==> config.mk <==
export PLATFORM = sky130hd
export DESIGN_NAME = pipe_rr_sched
export DESIGN_NICKNAME = d
export VERILOG_FILES = /design/src/rtl/pipe_pkg.sv /design/src/rtl/pipe_rsp_fifo.sv /design/src/rtl/pipe_rr_sched.sv
export SDC_FILE = /design/constraint.sdc
export NUM_CORES = 1
export LEC_CHECK = 0
export ABC_AREA = 1
export CAP_MARGIN = 20
export CORE_ASPECT_RATIO = 1.5
export CORE_MARGIN = 1.5
export CORE_UTILIZATION = 30
export CTS_BUF_LIST = sky130_fd_sc_hd__clkbuf_8
export DETAILED_ROUTE_END_ITERATION = 8
export PLACE_DENSITY_LB_ADDON = 0.1
export SYNTH_ARGS = -nofsm -noshare
export SYNTH_HDL_FRONTEND = slang
export SYNTH_HIERARCHICAL = 1
export SYNTH_SLANG_ARGS = --single-unit
==> constraint.sdc <==
create_clock -name clk -period 8.7 [get_ports clk]
set_input_delay 1.74 -clock clk [delete_from_list [all_inputs] [get_ports clk]]
set_output_delay 1.74 -clock clk [all_outputs]
set_load 0.02 [all_outputs]
==> src/rtl/pipe_pkg.sv <==
// ---------------------------------------------------------------------------
// pipe_pkg
//   Shared constants and helpers for the round-robin pipeline scheduler.
//   DEF_* are the default parameter values used by pipe_rr_sched and
//   pipe_rsp_fifo. clog2 is a constant function used to size pointers,
//   ids and counters.
// ---------------------------------------------------------------------------
package pipe_pkg;

   // Smallest r with (1 << r) >= v; clog2(1) = 0.
   function automatic int clog2(input int v);
      int r;
      r = 0;
      while ((1 << r) < v) r++;
      return r;
   endfunction

   localparam int DEF_N     = 10;                // operand/result width
   localparam int DEF_NREQ  = 4;                 // number of requesters
   localparam int DEF_LAT   = 3;                 // datapath latency (edges)
   localparam int DEF_DEPTH = 4;                 // response FIFO entries / credit limit
   localparam int DEF_IDW   = clog2(DEF_NREQ);   // requester id width

endpackage

==> src/rtl/pipe_rsp_fifo.sv <==
// ---------------------------------------------------------------------------
// pipe_rsp_fifo
//   Synchronous FIFO holding {id, result} responses. DEPTH must be a power
//   of two (>= 2) so the read/write pointers wrap naturally.
//   Ports:
//     clk, rst_n  clock, async active-low reset (pointers and count only)
//     push, wdata write request and data
//     pop         read request; ignored when empty
//     rdata       head entry (valid when !empty)
//     full, empty occupancy flags
//     count       number of stored entries (0..DEPTH)
//   A push into a full FIFO is accepted only if a pop happens on the same
//   edge; otherwise it is dropped (the caller guarantees this never occurs).
// ---------------------------------------------------------------------------
module pipe_rsp_fifo
   import pipe_pkg::*;
#(
   parameter int W     = DEF_IDW + DEF_N,
   parameter int DEPTH = DEF_DEPTH
) (
   input  logic                     clk,
   input  logic                     rst_n,
   input  logic                     push,
   input  logic [W-1:0]             wdata,
   input  logic                     pop,
   output logic [W-1:0]             rdata,
   output logic                     full,
   output logic                     empty,
   output logic [clog2(DEPTH):0]    count
);

   localparam int AW = clog2(DEPTH);
   localparam logic [AW:0] FULL_CNT = (AW+1)'(DEPTH);

   logic [W-1:0]  mem [DEPTH];
   logic [AW-1:0] wr_ptr;
   logic [AW-1:0] rd_ptr;
   logic [AW:0]   cnt;
   logic          pop_ok;
   logic          push_ok;

   assign empty   = (cnt == '0);
   assign full    = (cnt == FULL_CNT);
   assign count   = cnt;
   assign rdata   = mem[rd_ptr];
   assign pop_ok  = pop & ~empty;
   // Full + pop frees the head slot on this same edge, so the push may land.
   assign push_ok = push & (~full | pop_ok);

   always_ff @(posedge clk or negedge rst_n) begin
      if (!rst_n) begin
         wr_ptr <= '0;
         rd_ptr <= '0;
         cnt    <= '0;
      end else begin
         if (push_ok) wr_ptr <= wr_ptr + AW'(1);
         if (pop_ok)  rd_ptr <= rd_ptr + AW'(1);
         case ({push_ok, pop_ok})
            2'b10:   cnt <= cnt + (AW+1)'(1);
            2'b01:   cnt <= cnt - (AW+1)'(1);
            default: cnt <= cnt;
         endcase
      end
   end

   // Storage is not reset; entries are only read once written.
   always_ff @(posedge clk) begin
      if (push_ok) mem[wr_ptr] <= wdata;
   end

endmodule

==> src/rtl/pipe_rr_sched.sv <==
// ---------------------------------------------------------------------------
// pipe_rr_sched
//   Round-robin scheduler sharing one external LAT-stage arithmetic pipeline
//   among NREQ requesters. At most one op is issued per cycle; a valid/tag
//   shift register follows each op through the pipeline (which has neither
//   reset nor valid) and the result is written with its requester id into a
//   response FIFO. Credits (= free FIFO slots not yet claimed by in-flight
//   ops) stop issue before the FIFO could overflow.
//
//   Handshakes: a transfer happens on a rising edge where valid & ready are
//   both high. ready may depend combinationally on valid (req_ready is a
//   grant computed from req_valid); a producer holds its payload stable
//   while valid & !ready. rsp_valid/rsp_ready follow the same rule.
//
//   Ports:
//     clk, rst_n       clock, async active-low reset
//     req_valid[NREQ]  per-requester op valid
//     req_ready[NREQ]  one-hot grant
//     req_a..req_d     packed operands, requester i at [i*N +: N]
//     dp_a..dp_d       operands to the shared pipeline (0 when no grant)
//     dp_f             pipeline result, LAT edges after issue
//     rsp_valid/ready  response handshake
//     rsp_id, rsp_data requester id and result at the FIFO head
//     busy             op in flight or FIFO not empty
// ---------------------------------------------------------------------------
module pipe_rr_sched
   import pipe_pkg::*;
#(
   parameter int N     = DEF_N,
   parameter int NREQ  = DEF_NREQ,
   parameter int LAT   = DEF_LAT,
   parameter int DEPTH = DEF_DEPTH,
   parameter int IDW   = clog2(NREQ)
) (
   input  logic              clk,
   input  logic              rst_n,
   input  logic [NREQ-1:0]   req_valid,
   output logic [NREQ-1:0]   req_ready,
   input  logic [NREQ*N-1:0] req_a,
   input  logic [NREQ*N-1:0] req_b,
   input  logic [NREQ*N-1:0] req_c,
   input  logic [NREQ*N-1:0] req_d,
   output logic [N-1:0]      dp_a,
   output logic [N-1:0]      dp_b,
   output logic [N-1:0]      dp_c,
   output logic [N-1:0]      dp_d,
   input  logic [N-1:0]      dp_f,
   output logic              rsp_valid,
   input  logic              rsp_ready,
   output logic [IDW-1:0]    rsp_id,
   output logic [N-1:0]      rsp_data,
   output logic              busy
);

   localparam int CW = clog2(DEPTH + 1);
   localparam int AW = clog2(DEPTH);

   logic [IDW-1:0]  ptr;            // last granted requester
   logic [CW-1:0]   credits;
   logic [LAT-1:0]  sr_vld;         // op in pipeline stage i
   logic [IDW-1:0]  sr_id [LAT];    // requester id of that op

   logic [NREQ-1:0] grant;
   logic [IDW-1:0]  gnt_id;
   logic            xfer;
   logic            pop;

   logic            fifo_push;
   logic [IDW+N-1:0] fifo_rdata;
   logic            fifo_full;
   logic            fifo_empty;
   logic [AW:0]     fifo_count;

   // Round-robin search starting just above ptr. Gated by rst_n so no
   // grant is shown while reset is held.
   always_comb begin
      int idx;
      logic found;
      grant  = '0;
      gnt_id = '0;
      found  = 1'b0;
      idx    = 0;
      if (rst_n && credits != '0) begin
         for (int k = 1; k <= NREQ; k++) begin
            idx = (int'(ptr) + k) % NREQ;
            if (!found && req_valid[idx]) begin
               found      = 1'b1;
               grant[idx] = 1'b1;
               gnt_id     = IDW'(idx);
            end
         end
      end
   end

   // A grant is only ever given to a valid requester, so any grant is a transfer.
   assign xfer      = |grant;
   assign req_ready = grant;

   // Operand mux: one-hot grant, so OR-ing the selected slices is exact.
   always_comb begin
      dp_a = '0;
      dp_b = '0;
      dp_c = '0;
      dp_d = '0;
      for (int i = 0; i < NREQ; i++) begin
         if (grant[i]) begin
            dp_a = dp_a | req_a[i*N +: N];
            dp_b = dp_b | req_b[i*N +: N];
            dp_c = dp_c | req_c[i*N +: N];
            dp_d = dp_d | req_d[i*N +: N];
         end
      end
   end

   assign pop = rsp_valid & rsp_ready;

   always_ff @(posedge clk or negedge rst_n) begin
      if (!rst_n) begin
         ptr     <= IDW'(NREQ - 1);     // req0 wins the first search
         credits <= CW'(DEPTH);
         sr_vld  <= '0;
         for (int i = 0; i < LAT; i++) sr_id[i] <= '0;
      end else begin
         if (xfer) ptr <= gnt_id;
         case ({xfer, pop})
            2'b10:   credits <= credits - CW'(1);
            2'b01:   credits <= credits + CW'(1);
            default: credits <= credits;
         endcase
         for (int i = LAT - 1; i > 0; i--) begin
            sr_vld[i] <= sr_vld[i-1];
            sr_id[i]  <= sr_id[i-1];
         end
         sr_vld[0] <= xfer;
         sr_id[0]  <= gnt_id;
      end
   end

   // dp_f belongs to the op in the last stage; capture it on the next edge.
   assign fifo_push = sr_vld[LAT-1];

   pipe_rsp_fifo #(
      .W     (IDW + N),
      .DEPTH (DEPTH)
   ) u_fifo (
      .clk   (clk),
      .rst_n (rst_n),
      .push  (fifo_push),
      .wdata ({sr_id[LAT-1], dp_f}),
      .pop   (rsp_ready),
      .rdata (fifo_rdata),
      .full  (fifo_full),
      .empty (fifo_empty),
      .count (fifo_count)
   );

   assign rsp_valid = ~fifo_empty;
   assign rsp_id    = fifo_rdata[IDW+N-1 -: IDW];
   assign rsp_data  = fifo_rdata[N-1:0];
   assign busy      = (|sr_vld) | ~fifo_empty;

   // Credits make an unmatched write into a full FIFO impossible, and every
   // slot is accounted for exactly once.
   always_ff @(posedge clk) begin
      if (rst_n) begin
         assert (!(fifo_push && fifo_full && !pop));
         assert ($countones(sr_vld) + int'(fifo_count) + int'(credits) == DEPTH);
      end
   end

endmodule
# [Yosys cells after proc, flatten, opt, wreduce, memory -nomap -nowiden]
# Memory sizes are Yosys's and may differ from the RTL's.
# Index checks and enable logic that the tools add are counted.
# W data, S select, Z words.
[totals] reg_bits=21 latch_bits=0 mem_bits_rw=48 rom_bits=0 input_bits=177 output_inout_bits=58 elab_cells=138 mem_count=1
[memory_table] memory="u_fifo.mem" depth=4 width=12 rd=1 rd_clocked_by_memory_dff=0 wr=1 line="pipe_rsp_fifo.sv:35" source="logic [W-1:0] mem [DEPTH];"
[classes] add_sub_neg=10 multipliers=0 div_mod_pow=0 n_lt_le_gt_ge=8 n_eq_ne=5 shifts=0 n_mux=59 bitwise_logic=25 n_reduce_logical=21
[ops] cell="$mux W10" count=16
[ops] cell="$or A10 B10 Y10" count=12
[ops] cell="$mux W4" count=8
[ops] cell="$mux W1" count=20
[ops] cell="$lt A3 B4 Y1 const B" count=4
[ops] cell="$ge A3 B1 Y1 const B" count=4
[ops] cell="$or A4 B4 Y4" count=3
[ops] cell="$pmux W3 S2" count=2
[ops] cell="$mux W2" count=5
[ops] cell="$add A2 B1 Y2 const B" count=4
[ops] cell="$bmux W1 S2" count=4
[ops] cell="$demux W1 S2" count=4
[ops] cell="$logic_and A1 B1 Y1" count=8
[ops] cell="$reduce_or A2 Y1" count=4
[ops] cell="$add A3 B1 Y3 const B" count=2
[ops] cell="$sub A3 B1 Y3 const B" count=2
[ops] cell="$add A2 B2 Y2 const B" count=2
[ops] cell="$and A1 B1 Y1 const A" count=4
[ops] cell="$eq A2 B1 Y1 const B" count=2
[ops] cell="$eq A2 B2 Y1 const B" count=2
[ops] cell="$reduce_bool A2 Y1" count=2
[ops] cell="$reduce_or A4 Y1" count=1
[ops] cell="$eq A3 B3 Y1 const B" count=1
[ops] cell="$logic_not A1 Y1" count=3
[ops] cell="other kinds (6)" count=9

# [Logic depth before layout (Yosys ltp)]
# Gate-level depths: netlist (run 1).
[depth] word_depth=27 mapped_depth=17 mapped_depth_nobuf=17

# [By module]
# Netlist (run 1), hierarchy kept.
[by_module_without_submodules] module="pipe_rsp_fifo" instances=1 cells_per_inst=191 area_each_um2=2307.2 seq_area_each_um2=1616.6
[by_module_without_submodules] module="pipe_rr_sched" instances=1 cells_per_inst=342 area_each_um2=2067.0 seq_area_each_um2=354.1

# [Worst setup path before layout (run 1)]
# OpenSTA, ideal clock, no wires.
[synth_timing] path_kind="input to output" startpoint="input req_valid[2]" endpoint="output dp_a[0]" t_arrival_ns=2.933 required_ns=6.960 path_slack_ns=4.027 stages=12 path_buffers=1 path_cell_list="inv_1 nand2_1 nand3_4 nand2_4 nor2_4 nand4_1 nand3_1 nand2_2 inv_4 buf_8 nand2_2 nand4_1"
[synth_between] elab_cells_between_ends=42 cone_classes="mux: 30; bitwise: 6; reduce/logical: 6"
[synth_rtl] item="start, declared" line="pipe_rr_sched.sv:37" source="input logic [NREQ-1:0] req_valid,"
[synth_rtl] item="$bmux W1 S2" line="pipe_rr_sched.sv:86" source="if (!found && req_valid[idx]) begin"
[synth_rtl] item="$mux W1 (not written as such) (2 in a row)" line="pipe_rr_sched.sv:86"
[synth_rtl] item="$mux W1" line="pipe_rr_sched.sv:86"
[synth_rtl] item="$mux W1" line="pipe_rr_sched.sv:83" source="if (rst_n && credits != '0) begin"
[synth_rtl] item="$logic_not A1 Y1" line="pipe_rr_sched.sv:86"
[synth_rtl] item="$logic_and A1 B1 Y1" line="pipe_rr_sched.sv:86"
[synth_rtl] item="$mux W1" line="pipe_rr_sched.sv:86"
[synth_rtl] item="$mux W1" line="pipe_rr_sched.sv:83"
[synth_rtl] item="[... 6 more ...]"
[synth_rtl] item="$mux W4 (*)" line="pipe_rr_sched.sv:86"
[synth_rtl] item="$mux W4 (*)" line="pipe_rr_sched.sv:83"
[synth_rtl] item="via req_ready[1]" line="pipe_rr_sched.sv:38" source="output logic [NREQ-1:0] req_ready,"
[synth_rtl] item="$mux W10 (*)" line="pipe_rr_sched.sv:106" source="if (grant[i]) begin"
[synth_rtl] item="$or A10 B10 Y10" line="pipe_rr_sched.sv:107" source="dp_a = dp_a | req_a[i*N +: N];"
[synth_rtl] item="$mux W10 (*)" line="pipe_rr_sched.sv:106"
[synth_rtl] item="$or A10 B10 Y10" line="pipe_rr_sched.sv:107"
[synth_rtl] item="$mux W10 (*)" line="pipe_rr_sched.sv:106"
[synth_rtl] item="end, declared" line="pipe_rr_sched.sv:43" source="output logic [N-1:0] dp_a,"
# The timed path passes the listed nets; every way through them passes the cells marked *. The select of a mux whose other input is x is not followed.

# [Final worst setup path (run 1)]
[layout_timing] startpoint="input req_valid[2]" endpoint="output dp_d[1]"
[layout_between] elab_chain_len=24 elab_cells_between_ends=42 cone_classes="mux: 30; bitwise: 6; reduce/logical: 6"
[layout_rtl] item="$bmux W1 S2" line="pipe_rr_sched.sv:86"
[layout_rtl] item="$mux W1 (not written as such) (2 in a row)" line="pipe_rr_sched.sv:86"
[layout_rtl] item="$mux W1" line="pipe_rr_sched.sv:86"
[layout_rtl] item="$mux W1" line="pipe_rr_sched.sv:83"
[layout_rtl] item="$logic_not A1 Y1" line="pipe_rr_sched.sv:86"
[layout_rtl] item="$logic_and A1 B1 Y1" line="pipe_rr_sched.sv:86"
[layout_rtl] item="$mux W1" line="pipe_rr_sched.sv:86"
[layout_rtl] item="$mux W1" line="pipe_rr_sched.sv:83"
[layout_rtl] item="[... 7 more ...]"
[layout_rtl] item="$mux W4 (*)" line="pipe_rr_sched.sv:83"
[layout_rtl] item="$mux W10" line="pipe_rr_sched.sv:106"
[layout_rtl] item="$or A10 B10 Y10" line="pipe_rr_sched.sv:110" source="dp_d = dp_d | req_d[i*N +: N];"
[layout_rtl] item="$mux W10" line="pipe_rr_sched.sv:106"
[layout_rtl] item="$or A10 B10 Y10" line="pipe_rr_sched.sv:110"
[layout_rtl] item="$mux W10" line="pipe_rr_sched.sv:106"
[layout_rtl] item="$or A10 B10 Y10" line="pipe_rr_sched.sv:110"
[layout_rtl] item="$mux W10 (*)" line="pipe_rr_sched.sv:106"
[layout_rtl] item="end, declared" line="pipe_rr_sched.sv:46" source="output logic [N-1:0] dp_d,"
# Mark *: on every way between the ends. The rest lies on a longest branch, timed or not. The select of a mux whose other input is x is not followed.

==> results of run 1 <==
flip-flops by register name, indices dropped and copies added, names as in the netlist:
name	count
credits	3
u_fifo/count	3
u_fifo/mem	48
u_fifo/wr_ptr	2
sr_id	6
u_fifo/rd_ptr	2
sr_vld	3
ptr	2
layout make-up:
type                       instances  area (um^2)  share of cell area [%]
clock inverter                     7         81.3                    1.17
multi-input combinational        406         2050                    29.3
tap                              192          240                    3.44
inverter                          34          135                    1.94
clock buffer                       9          124                    1.77
sequential                        69         1970                    28.2
timing repair buffer             239         2380                    34.1
power breakdown:
part	leakage, nW	switching [mW]	internal, mW
clock	0.109	0.110	0.157
sequential	0.695	0.0699	0.456
combinational	1.93	0.811	0.606
per-layer routing:
layer / routed length, um / global-route usage, % / vias up
met5: 17 / 0 / -
met4: 454 / 7.36 / 2
met3: 1150 / 6.09 / 27
met2: 8030 / 34.2 / 191
met1: 5460 / 20.6 / 2069
li1: - / - / 2219
worst max-delay path: stages:
cell	delay, ps
sky130_fd_sc_hd__clkdlybuf4s50_1	480
sky130_fd_sc_hd__inv_1	40
sky130_fd_sc_hd__nand2_1	110
sky130_fd_sc_hd__nand2_1	70
sky130_fd_sc_hd__nand2_1	70
sky130_fd_sc_hd__nand2_2	110
sky130_fd_sc_hd__nand3b_1	180
sky130_fd_sc_hd__nand3_1	90
sky130_fd_sc_hd__nand2_1	80
sky130_fd_sc_hd__inv_2	550
sky130_fd_sc_hd__nand2_1	130
sky130_fd_sc_hd__nand4_1	140
sky130_fd_sc_hd__clkdlybuf4s50_1	640
worst max path at each step:
stage | from | slack (ps) | end
final | req_valid[2] | 2480 | dp_d[1]
after floorplan | req_valid[2] | 4030 | dp_a[0]
after global routing | rst_n | 2230 | dp_d[1]
after global placement | req_valid[2] | 2500 | dp_d[2]
after CTS | req_valid[2] | 2470 | dp_d[1]
after detailed placement | req_valid[2] | 2490 | dp_d[1]
metrics by stage:
step                instances  hold WS (ps)
CTS                       956           350
detailed placement        940           335
finish                    956           349
floorplan                 532           331
global route              956           354
global placement          940           333
==> results list, run 1 <==
- When the netlist entered floorplanning its net count stood at just over 700.
- CTS tree: yes
- Floorplan die area: approximately 0.015 mm^2
- Adding up every negative setup slack in the final design gives 0 ps.
- Layout Skew: between 7 and 8 ps
* Clock network latency to the later pin of the worst-skew pair: 330 ps
- Peak supply drop: 0.134 mV
- Floorplan die width: ~100 um
- The number of global-route vias before repair was 4523.
* Post-synthesis cell area: 0.00437 mm^2
- Average size of a mapped cell: 8.21 um^2
- Arrival time at the worst endpoint: 4480 ps
- Hpwl dp: 11900 um
* Status: complete, no violations
- Initial core utilization: between 30 and 40%
- Pre-CTS setup slack: about 2500 ps
- Residual overflow from global routing: 0
- After clock tree synthesis, the clock-pin slew on the worst setup and hold paths is 60 ps.
* Wire length of the first global-routing pass: 22200 um
- The clock drives 69 sinks.
* Final wirelength: 15100 um
- After layout, the worst path uses 71.5% of the clock period.
- Fraction of layout instances using a drive strength above 1: around 7.6%
- The worst hold path passes through 0 cells.
- Cell at the root of the clock tree: sky130_fd_sc_hd__clkbuf_8
- Number of antenna violations at the first check in global routing: 1
- Post-synthesis instance total: 532
- Area of the core: between 0.01 and 0.015 mm^2
* Maximum level of the CTS H-tree: 3
- Summing internal, switching and leakage power gives 2.21 mW.
- The worst hold path belongs to the class reg -> reg.
- The worst setup path is launched from an input pin.
- Length of the first detailed-routing pass in iterations: 4
* Critical path peak fanout: between 40 and 50
* Max-capacitance violation count: 0
* F_max: 161 MHz
- Port buffering added around 230 buffers.
- Across every metal layer, demand over resource in global routing totals 19.1%.
- Total setup violations reported at the end of the flow: 0
- Number of vias per cell after detailed routing: 4.72
* End of the worst register-to-register path: credits[2]$_DFFE_PN1P_
* Inserted Clock Buffers: 9
* Final count of pins violating max slew: 0
- Worst R2R Start: ptr[0]$_DFFE_PN1P_
- After the last flow step, the layout net total stands at 952.
- STA puts the critical path data required time at between 6000 and 7000 ps.
- Worst slew pin tran: 1010 ps
- In the routed design, unresolved DRC markers number 0.
* R2r worst-path depth: 17
- Max Root-Sink Buffers: 2
- Min Tclk post-route: 6220 ps
* Initial drt markers: 157
* Setup slack, reg-to-reg: 5320 ps
* Share of the core filled with cells: about half
* Tightest slew margin relative to the limit: ~33%
- Crit. End Element: output port
* Most common cell after layout, fill and taps aside: sky130_fd_sc_hd__clkdlybuf4s50_1
- The number of antenna diodes in the final layout is 0.
* Drt wl/cell: 15.8 um
- Setup repair after global routing left no endpoint under its margin.
- Post-layout worst setup margin: 2480 ps
- Min-delay src: sr_id[3]$_DFF_PN0_
- P_leak: 2.74 nW
* Post-route cell area: roughly 0.007 mm^2
* Hold Buf Count CTS: 0
* Hold Crit Endpoint: sr_id[1]$_DFF_PN0_
* Setup Fix Bufs, Post-CTS: 0
* Setup CP Type: in -> out
* Placed Instance Area: 0.00677 mm^2
* Yosys warning count: 6
* Die height: 151 um
- In this run the remaining antenna-violating nets after routing total 0.
- Most frequent cells in the layout: sky130_fd_sc_hd__clkdlybuf4s50_1, sky130_fd_sc_hd__nand2_1, sky130_fd_sc_hd__edfxtp_1
- Total power divided by cell area: 317 mW/mm^2
- Layout fillers: 1372
- Routability-driven placement finished with a final weighted congestion of 0.855.
- The floorplan has 53 rows.
- Largest net degree at the start of global routing: 42
* Area added between synthesis and finish: 59.7%
- Io pins: roughly 240
- CTS resizes: 0
- Summing over every cut layer, the via total after detailed routing is 4508.
- The final-report hold violation count came to 0.
No activity file was read; power rests on OpenSTA's default activity.
==> run 2: changes to the inputs <==
==> constraint.sdc (replaced) <==
create_clock -name clk -period 5.6 [get_ports clk]
set_input_delay 1.12 -clock clk [delete_from_list [all_inputs] [get_ports clk]]
set_output_delay 1.12 -clock clk [all_outputs]
set_load 0.02 [all_outputs]
==> run 2 against run 1 <==
- clock-buffer cell count unchanged
- clock power up 37%
- combinational power up 56%
- flip-flop and latch count unchanged
- via count up 0.75%
- largest cell class unchanged
- largest power group unchanged
==> results list, run 2 (synthesis gave the netlist of run 1 again) <==
* Status: complete, no violations
- Fin Setup TNS: 0 ps
- F_max: 204 MHz
* Number of buffers added on ports: between 200 and 250
- Io pins: ~240
* CTS resizes: 0
- The largest single stage delay on the critical path is 620 ps.
* Floorplan die area: 0.0153 mm^2
* Most flops, register: u_fifo/mem
* Wire length of the first global-routing pass: ~23000 um
* Cell at the root of the clock tree: sky130_fd_sc_hd__clkbuf_8
* Buffers & Inverters on Critical Path: 5
* Final wirelength: 15300 um
- Largest register FFs: 48
- Worst slew pin tran: 969 ps
- Final count of pins violating max slew: 0
- Cells along the critical path: clkdlybuf4s50_1 -> inv_1 -> nand2_1 -> nand2_1 -> nand2_1 -> nand2_2 -> nand3b_1 -> nand3_1 -> nand2_1 -> inv_2 -> buf_4 -> nand2_1 -> nand4_1 -> clkdlybuf4s50_1
- Of the available clock period, the critical path in the final layout requires 87.7%.
* Area occupied by multi-input gates: 0.00205 mm^2
- Final weighted congestion in routability-driven placement: 0.891
- The worst-case IR drop observed on VDD is 0.189 mV.
- The worst path needs roughly 4900 ps of the cycle, external delays included.
* Crit. End Element: output port
- Data arrives at the worst endpoint at approximately 3800 ps.
- Cell repeated most along the worst path: sky130_fd_sc_hd__nand2_1
- Once the floorplan was initialized, standard cells occupied 30.9% of the core.
* Drt wl/cell: 15.9 um
- Along the worst path, the maximum fanout reaches 22.
- The floorplan step defined a core boundary enclosing 0.0141 mm^2.
* Clock network latency to the later pin of the worst-skew pair: 330 ps
- Hpwl dp: approximately 12000 um
- Setup CP Type: in -> out
- The routed layout has 4542 vias.
- Residual overflow from global routing: 0
* Total setup violations reported at the end of the flow: 0
- Counting the buffers created by CTS gives 9.
- Setup repair after global routing left no endpoint under its margin.
* Number of antenna violations at the first check in global routing: 2
- Dividing the detail-routed via count by the number of cells gives 4.73.
- Initial drt markers: 123
- Row count: 53
- The cell family contributing the most delay on the critical path is buffers and inverters.
* Post-layout total power: roughly 3.4 mW
- For the worst setup path, the data required time is between 4000 and 5000 ps.
* Global routing usage summed across all routing layers: 19.7%
- The sequential cells in the finished layout cover a total of 0.00197 mm^2.
- Slowest CP cell: sky130_fd_sc_hd__clkdlybuf4s50_1
- Max Root-Sink Buffers: 2
- The floorplan step set the die height to 151 um.
- Floorplan die width: 102 um
- The net count of the finished layout is 956.
- Path type of the worst min-delay path: reg -> reg
- The library cell used most frequently in the layout, excluding fill and tap cells, is sky130_fd_sc_hd__clkdlybuf4s50_1.
- Registers with the most flip-flops: u_fifo/mem x48, sr_id x6
- Startpoint Class: input pin
- Remaining antenna violation count after routing: 0
* Max-capacitance violation count: 0
* Most frequent cells in the layout: sky130_fd_sc_hd__clkdlybuf4s50_1, sky130_fd_sc_hd__nand2_1, sky130_fd_sc_hd__edfxtp_1
- DRC Markers: 0
* Maximum level of the CTS H-tree: 3
- Number of sinks handled by clock tree synthesis: 69
- The number of global-route vias before repair was roughly 4600.
- From synthesis to final layout, the design area changed by 59.9%.
- Measured against its own limit, the worst slew margin works out to 35.4%.
* Setup Fix Bufs, Post-CTS: 0
- Largest net degree at the start of global routing: 42
* Total power divided by cell area: 486 mW/mm^2
* Length of the first detailed-routing pass in iterations: 5
- After clock tree synthesis, the clock-pin slew on the worst setup and hold paths is 60 ps.
* Layout Skew: 11.7 ps
- CTS tree: yes
- Layout fillers: between 1000 and 1500
- In this run, post-CTS hold repair placed 0 buffers.
- The post-route netlist has between 7 and 8% of its cells at a drive strength greater than 1.
* P_leak: 2.74 nW
- The final-report hold violation count came to 0.
[run 2: routing by layer]
| metal | share of wire (%) | vias to the layer above | GRT usage (%) |
|---|---|---|---|
| met1 | 35 | 2099 | 20.3 |
| met4 | 3.4 | 2 | 8.33 |
| met5 | 0.11 | - | 0 |
| met3 | 6.1 | 29 | 5.08 |
| met2 | 55 | 185 | 36.9 |
| li1 | - | 2227 | - |
[run 2: metrics by stage]
stage,std cells,utilization (%),hold WS [ps],instance area (um^2),worst slack (ps)
2_1_floorplan,532,-,331,4370,2170
3_3_place_gp,944,48.2,331,6800,693
3_5_place_dp,944,48.2,335,6800,679
4_1_cts,960,49.5,350,6990,655
5_1_grt,961,49.5,358,6990,466
6_report,961,49.5,349,6990,688
[run 2: report_power, final]
| group | leakage, nW | switching, mW | internal [mW] | total [mW] |
|---|---|---|---|---|
| registers | 0.695 | 0.110 | 0.709 | 0.819 |
| logic | 1.96 | 1.26 | 0.951 | 2.21 |
| clock network | 0.0929 | 0.168 | 0.199 | 0.367 |
| total | 2.74 | 1.54 | 1.86 | 3.39 |
[run 2: worst paths after layout]
check                              startpoint                endpoint  slack [ps]  cells past startpoint
setup reg to reg           ptr[0]$_DFFE_PN1P_  credits[2]$_DFFE_PN1P_        2190                     17
hold / removal             sr_id[3]$_DFF_PN0_      sr_id[1]$_DFF_PN0_         350                      0
hold reg to reg            sr_id[3]$_DFF_PN0_      sr_id[1]$_DFF_PN0_         350                      0
setup / recovery                 req_valid[2]                 dp_a[6]         690                     14
min in group asynchronous               rst_n  credits[1]$_DFFE_PN0P_        1150                      2
max in group asynchronous               rst_n      ptr[0]$_DFFE_PN1P_        4160                      2
[run 2: layout make-up]
class / instances / share of cell area [%]
Antenna cell: 1 / 0.0358
Clock buffer: 9 / 1.77
Clock inverter: 7 / 0.824
Inverter: 34 / 1.93
Multi-Input combinational cell: 406 / 29.3
Sequential cell: 69 / 28.2
Tap cell: 192 / 3.44
Timing Repair Buffer: 243 / 34.5
==> run 3: changes to the inputs <==
--- a/config.mk
+++ b/config.mk
@@ -11,6 +11,7 @@
 export CORE_MARGIN = 1.5
 export CORE_UTILIZATION = 30
 export CTS_BUF_LIST = sky130_fd_sc_hd__clkbuf_8
+export CTS_CLUSTER_SIZE = 14
 export DETAILED_ROUTE_END_ITERATION = 8
 export PLACE_DENSITY_LB_ADDON = 0.1
 export SYNTH_ARGS = -nofsm -noshare
==> results of run 3 <==
The final DEF is identical to that of run 2; final timing and power are the same.
